$ cat src/rtl/fetch_pkg.sv
// Shared types and constants for the instruction-fetch stage.
package fetch_pkg;

    typedef enum logic [1:0] {
        S_REQ  = 2'd0,
        S_WAIT = 2'd1,
        S_DROP = 2'd2
    } fetch_state_e;

    localparam logic [31:0] NOP_ENC = 32'h0000_0013;  // addi x0,x0,0

    typedef struct packed {
        logic [31:0] pc;
        logic [31:0] inst;
    } fetch_entry_t;

    function automatic logic [31:0] align_word(input logic [31:0] a);
        return a & 32'hFFFF_FFFC;
    endfunction

endpackage

$ cat src/rtl/fetch_hold_buf.sv
// One-entry {PC, instruction} skid register; captures a response while decode stalls.
module fetch_hold_buf
    import fetch_pkg::*;
(
    input  logic         clk,
    input  logic         reset,
    input  logic         load_i,
    input  logic         clear_i,
    input  fetch_entry_t data_i,
    output fetch_entry_t data_o,
    output logic         valid_o
);

    logic         valid_q, valid_d;
    fetch_entry_t data_q, data_d;

    // Load wins over clear: the entry can drain and refill in the same cycle.
    always_comb begin
        valid_d = valid_q;
        data_d  = data_q;
        if (clear_i) begin
            valid_d = 1'b0;
        end
        if (load_i) begin
            valid_d = 1'b1;
            data_d  = data_i;
        end
    end

    always_ff @(posedge clk) begin
        if (reset) begin
            valid_q <= 1'b0;
            data_q  <= '0;
        end else begin
            valid_q <= valid_d;
            data_q  <= data_d;
        end
    end

    assign data_o  = data_q;
    assign valid_o = valid_q;

endmodule

$ cat src/rtl/fetch.sv
// Instruction-fetch stage: owns the PC, talks to instruction memory, fills the IF/ID register.
module fetch
    import fetch_pkg::*;
#(
    parameter logic [31:0] RESET_PC = 32'h0000_0000,
    parameter logic [31:0] NOP_INST = NOP_ENC
) (
    input  logic        clk,
    input  logic        reset,
    input  logic        i_Stall,
    input  logic        i_Redirect,
    input  logic [31:0] i_RedirectPC,
    output logic        o_imem_ReqValid,
    output logic [31:0] o_imem_Addr,
    input  logic        i_imem_ReqReady,
    input  logic        i_imem_RspValid,
    input  logic [31:0] i_imem_RspData,
    output logic [31:0] o_pipe_PC,
    output logic [31:0] o_pipe_Instruction,
    output logic        o_pipe_Valid
);

    fetch_state_e state_q, state_d;
    logic [31:0]  pc_q, pc_d;
    fetch_entry_t pipe_q, pipe_d;
    logic         pipe_valid_q, pipe_valid_d;

    logic         hold_load, hold_clear, hold_valid;
    fetch_entry_t hold_data, rsp_entry;
    logic         req_valid, req_fire, rsp_take;

    // pc_q already advanced past the outstanding request when it was accepted.
    assign rsp_entry.pc   = pc_q - 32'd4;
    assign rsp_entry.inst = i_imem_RspData;

    assign rsp_take = i_imem_RspValid && (state_q == S_WAIT) && !i_Redirect;
    assign req_fire = o_imem_ReqValid && i_imem_ReqReady;

    fetch_hold_buf u_hold (
        .clk     (clk),
        .reset   (reset),
        .load_i  (hold_load),
        .clear_i (hold_clear),
        .data_i  (rsp_entry),
        .data_o  (hold_data),
        .valid_o (hold_valid)
    );

    always_comb begin
        req_valid = 1'b0;
        unique case (state_q)
            S_REQ:   req_valid = !hold_valid;
            S_WAIT:  req_valid = i_imem_RspValid && !i_Stall && !hold_valid;
            default: req_valid = 1'b0;
        endcase
        if (i_Redirect || reset) begin
            req_valid = 1'b0;
        end
    end

    assign o_imem_ReqValid = req_valid;
    assign o_imem_Addr     = pc_q;

    always_comb begin
        pipe_d       = pipe_q;
        pipe_valid_d = pipe_valid_q;
        hold_load    = 1'b0;
        hold_clear   = 1'b0;
        if (i_Redirect) begin
            pipe_d.inst  = NOP_INST;
            pipe_valid_d = 1'b0;
            hold_clear   = 1'b1;
        end else if (!i_Stall) begin
            if (hold_valid) begin
                pipe_d       = hold_data;
                pipe_valid_d = 1'b1;
                hold_clear   = 1'b1;
                hold_load    = rsp_take;
            end else if (rsp_take) begin
                pipe_d       = rsp_entry;
                pipe_valid_d = 1'b1;
            end else begin
                pipe_d.inst  = NOP_INST;
                pipe_valid_d = 1'b0;
            end
        end else begin
            hold_load = rsp_take;
        end
    end

    always_comb begin
        state_d = state_q;
        pc_d    = pc_q;
        if (req_fire) begin
            pc_d = pc_q + 32'd4;
        end
        unique case (state_q)
            S_REQ:  if (req_fire) state_d = S_WAIT;
            S_WAIT: if (i_imem_RspValid) state_d = req_fire ? S_WAIT : S_REQ;
            S_DROP: if (i_imem_RspValid) state_d = S_REQ;
            default: state_d = S_REQ;
        endcase
        if (i_Redirect) begin
            pc_d = align_word(i_RedirectPC);
            if ((state_q == S_WAIT || state_q == S_DROP) && !i_imem_RspValid) begin
                state_d = S_DROP;
            end else begin
                state_d = S_REQ;
            end
        end
    end

    always_ff @(posedge clk) begin
        if (reset) begin
            state_q      <= S_REQ;
            pc_q         <= align_word(RESET_PC);
            pipe_q.pc    <= '0;
            pipe_q.inst  <= NOP_INST;
            pipe_valid_q <= 1'b0;
        end else begin
            state_q      <= state_d;
            pc_q         <= pc_d;
            pipe_q       <= pipe_d;
            pipe_valid_q <= pipe_valid_d;
        end
    end

    assign o_pipe_PC          = pipe_q.pc;
    assign o_pipe_Instruction = pipe_q.inst;
    assign o_pipe_Valid       = pipe_valid_q;

    a_no_rsp_in_req: assert property (@(posedge clk) disable iff (reset)
        !(i_imem_RspValid && state_q == S_REQ));

    a_hold_no_overflow: assert property (@(posedge clk) disable iff (reset)
        !(hold_load && hold_valid && !hold_clear));

endmodule
$ cat config.mk
export PLATFORM = sky130hd
export DESIGN_NAME = fetch
export DESIGN_NICKNAME = d
export VERILOG_FILES = /design/src/rtl/fetch_pkg.sv /design/src/rtl/fetch_hold_buf.sv /design/src/rtl/fetch.sv
export SDC_FILE = /design/constraint.sdc
export NUM_CORES = 1
export LEC_CHECK = 0
export ABC_AREA = 1
export CORE_ASPECT_RATIO = 1.5
export CORE_MARGIN = 8
export CORE_UTILIZATION = 47
export CTS_CLUSTER_DIAMETER = 40
export DETAILED_ROUTE_END_ITERATION = 6
export PLACE_DENSITY = 0.82
export SKIP_LAST_GASP = 1
export SLEW_MARGIN = 20
export SYNTH_ARGS = -nofsm -noshare
export SYNTH_HDL_FRONTEND = slang
export SYNTH_SLANG_ARGS = --single-unit
$ cat constraint.sdc
create_clock -name clk -period 1.7 [get_ports clk]
set_clock_uncertainty 0.1 [all_clocks]
set_input_delay 0.51 -clock clk [delete_from_list [all_inputs] [get_ports clk]]
set_output_delay 0.51 -clock clk [all_outputs]
set_load 0.05 [all_outputs]
==> qor.yml <==
worstPathRequired_ns: 1.09
cp.arrival_ns: 1.51
power.share.sequential_pct: 40.1
clk_latency_ns: 0.45
rsz0062_at_grt: "yes"
cap_violations: 0
cpMaxStageDelayCell: "dfxtp_2"
grt_pass1_vias: 9159
combPwrFrac_pct: 20.4
grt_antenna_before_repair: 1
swShare_pct: 31.8
hold_viol_final: 0
synth-seq-cells: 158
critPathLaunchType: "register"
synth_cell_types: 37
fp.dieH_um: 177
setup_slack_ns: -0.416
path_class: "register to primary output"
crit_path_cell_trace: "inv_1 -> ha_4 -> inv_2 -> nand2_4 -> nand3_4 -> clkinvlp_4 -> buf_12"
first_iter_violations: 1072
fin_hold_ws_ns: 0.401
h-tree-depth: 4
die_x_um: 123
layout-drive-gt1-share_pct: 29.2
netlist_instances: 1239
numCtsBuffers: 17
hp-class: "register to register"
cts_tree: "built"
async_flop_share_pct: 0
cts_buffer_depth: 2
power_frac_clock_pct: 39.5
syn_area_per_cell_um2: 6.56
p_int_mw: 6.65
fin_nets: 1543
dr.pass1.iters: 6
place.gp.congestion: 0.938
filler_cell_count: 1098
vias_per_cell: 5.84
dp_hpwl_um: 20400
seq_area_frac_synth_pct: 38.9
violations: "setup timing"
ant_nets: 0
grt_pass1_wl_um: 46800
post_drt_wl_per_cell_um: 20.5
ys_warn_count: 0
status: "finished with violations"
start_util_pct: 47.4
leakage_nw: 5.57
design.core.area_mm2: 0.0171
holdBufCountCts: 0
synth_flop_cell: "dfxtp_1"
ir_worst_vdd_v: 0.000979
power_density_mw_per_mm2: 730
io_buffer_count: 161
final_max_slew_viol_count: 0
finalSetupViolCount: 162
grt_max_degree: 47
route.detailed.drc: 0
cts.sinks: 158
fmax_ghz: 0.472
path_clk_slew_ns: 0.07
die-area_mm2: 0.0218
io_pins: 168
grt_usage_pct: 27.2
areaGrowthSynthToFinish_pct: 64.2
synth_edf_count: 0
row_count: 59
period_minus_slack_ns: 2.12
cts-root-buf: "clkbuf_16"
slowest_delay_ns: 0.34
dp_cells: 1608
fin_cells: 1695
cp-end-kind: "primary output"
grt_overflow_total: 0
wl_um: 34700
post_synth_instance_area_mm2: 0.00813
finalCritPeriodShare_pct: 124
vias: 9897
p_sw_mw: 3.09
cp_max_fo: 2
==> layout by cell type, fill, tap and decap left out, drive strengths merged, types with 3 or more instances in the layout <==
cell and n:
conb 4, inv 102, nand4 8, a21oi 141
o211ai 3, o221ai 3, buf 202, clkinv 11
ha 5, nand2 281, a31oi 5, dlygate4sd2 3
clkdlybuf4s50 63, nand3 49, o21ai 150, dfxtp 158
xor2 23, clkbuf 28, nor2 231
==> flip-flops by register name (all words and copies together), names as in the netlist <==
signal	flops
u_hold.data_o	62
o_pipe_Instruction	32
o_pipe_PC	30
state_q	2
o_pipe_Valid	1
u_hold.valid_o	1
o_imem_Addr	30
==> path summary, 6_finish.rpt <==
kind	cells after the start	slack (ns)	from	to
worst max-delay path	7	-0.42	state_q[0]$_SDFFE_PP0P_	o_imem_ReqValid
worst min-delay path	2	0.40	u_hold.data_o[34]$_SDFFE_PP0P_	o_pipe_PC[2]$_SDFFE_PP0P_
worst min register to register	2	0.40	u_hold.data_o[34]$_SDFFE_PP0P_	o_pipe_PC[2]$_SDFFE_PP0P_
worst max register to register	10	-0.26	o_imem_Addr[9]$_SDFFE_PP0P_	o_imem_Addr[29]$_SDFFE_PP0P_
==> layout make-up <==
| class | count | area, µm² | share of cell area [%] |
|---|---|---|---|
| clock buffers | 17 | 425 | 3.19 |
| flip-flops and latches | 158 | 3240 | 24.3 |
| diodes | 1 | 2.50 | 0.0188 |
| clock inverters | 15 | 155 | 1.16 |
| multi-input cells | 912 | 4870 | 36.5 |
| repair inverters | 3 | 41.3 | 0.309 |
| well taps | 213 | 267 | 2.00 |
| repair buffers | 279 | 3930 | 29.4 |
| inverters | 97 | 413 | 3.09 |
==> cells by family (layout without fill, tap and decap cells) <==
kind of cell,Yosys count,in the layout,synth area share [%]
and+or+nand+nor,572,572,28.6
buffers and inverters,172,411,9.52
AOI/OAI and AO/OA,307,307,19.5
xor gates and xnor gates,24,24,2.59
adders and majority gates,5,5,0.770
DFF,158,158,38.9
other,1,5,0.0462
==> critical path: cells and delay by family, from the launching register on <==
kind	cells	cell delay, ns
AND/OR/NAND/NOR	2	0.14
buffers and inverters	4	0.43
adder cells (fa/ha/maj)	1	0.17
flip-flops	1	0.34
==> Yosys cell counts, types with 3 or more instances <==
master | number | area share [%]
inv_2 | 7 | 0.32
nor2_2 | 9 | 0.69
nor2_1 | 221 | 10
xor2_1 | 23 | 2.5
o211ai_1 | 3 | 0.28
buf_1 | 3 | 0.14
buf_2 | 17 | 1.0
nand2_1 | 274 | 13
inv_6 | 3 | 0.32
nand2_2 | 7 | 0.54
nand3_1 | 46 | 2.8
o21ai_1 | 16 | 0.99
o21ai_0 | 134 | 8.3
inv_1 | 87 | 4.0
clkbuf_1 | 37 | 1.7
a21oi_1 | 140 | 8.6
buf_6 | 7 | 0.97
nand4_1 | 7 | 0.54
buf_4 | 10 | 0.92
dfxtp_1 | 158 | 39
ha_1 | 5 | 0.77
o221ai_1 | 3 | 0.32
a31oi_1 | 5 | 0.38
==> power by group through the flow <==
stage | registers [mW] | clock network (mW) | logic, mW
6_report | 3.91 | 3.85 | 1.99
4_1_cts | 3.89 | 3.80 | 1.78
3_3_place_gp | 4.00 | 0 | 1.66
2_1_floorplan | 4.17 | 0 | 0.690
3_5_place_dp | 4.00 | 0 | 1.68
5_1_grt | 3.91 | 4.00 | 2.09
==> per-layer routing <==
layer	part of all wire, %	GRT usage (%)	up-vias
li1	-	-	4453
met1	33	28.4	4625
met2	50	47.5	612
met3	9.0	6.32	207
met4	8.3	17.7	0
met5	0	0	-
==> timing repair <==
| action | in CTS | in global routing |
|---|---|---|
| endpoints found under the hold margin | 0 | 0 |
| endpoints found under the setup margin | 140 | 161 |
| gates cloned | 5 | 15 |
| pin swaps | 7 | 65 |
| gates resized for setup | 62 | 238 |
| setup buffers | 25 | 12 |
==> per-stage QoR <==
step           setup slack, ns  area, µm²  total power [mW]  util, %  TNS (ns)
6_report                -0.416      13300              9.74     77.9    -23.19
4_1_cts                 -0.399      12200              9.48     71.5     -5.39
3_3_place_gp            -0.548      11200              5.67     65.4    -69.90
3_5_place_dp            -0.572      11200              5.69     65.4    -74.17
2_1_floorplan           -0.151       8220              4.86        -    -0.151
5_1_grt                 -0.462      13300              10.0     77.9    -32.68
No activity file was read; power rests on OpenSTA's default activity.
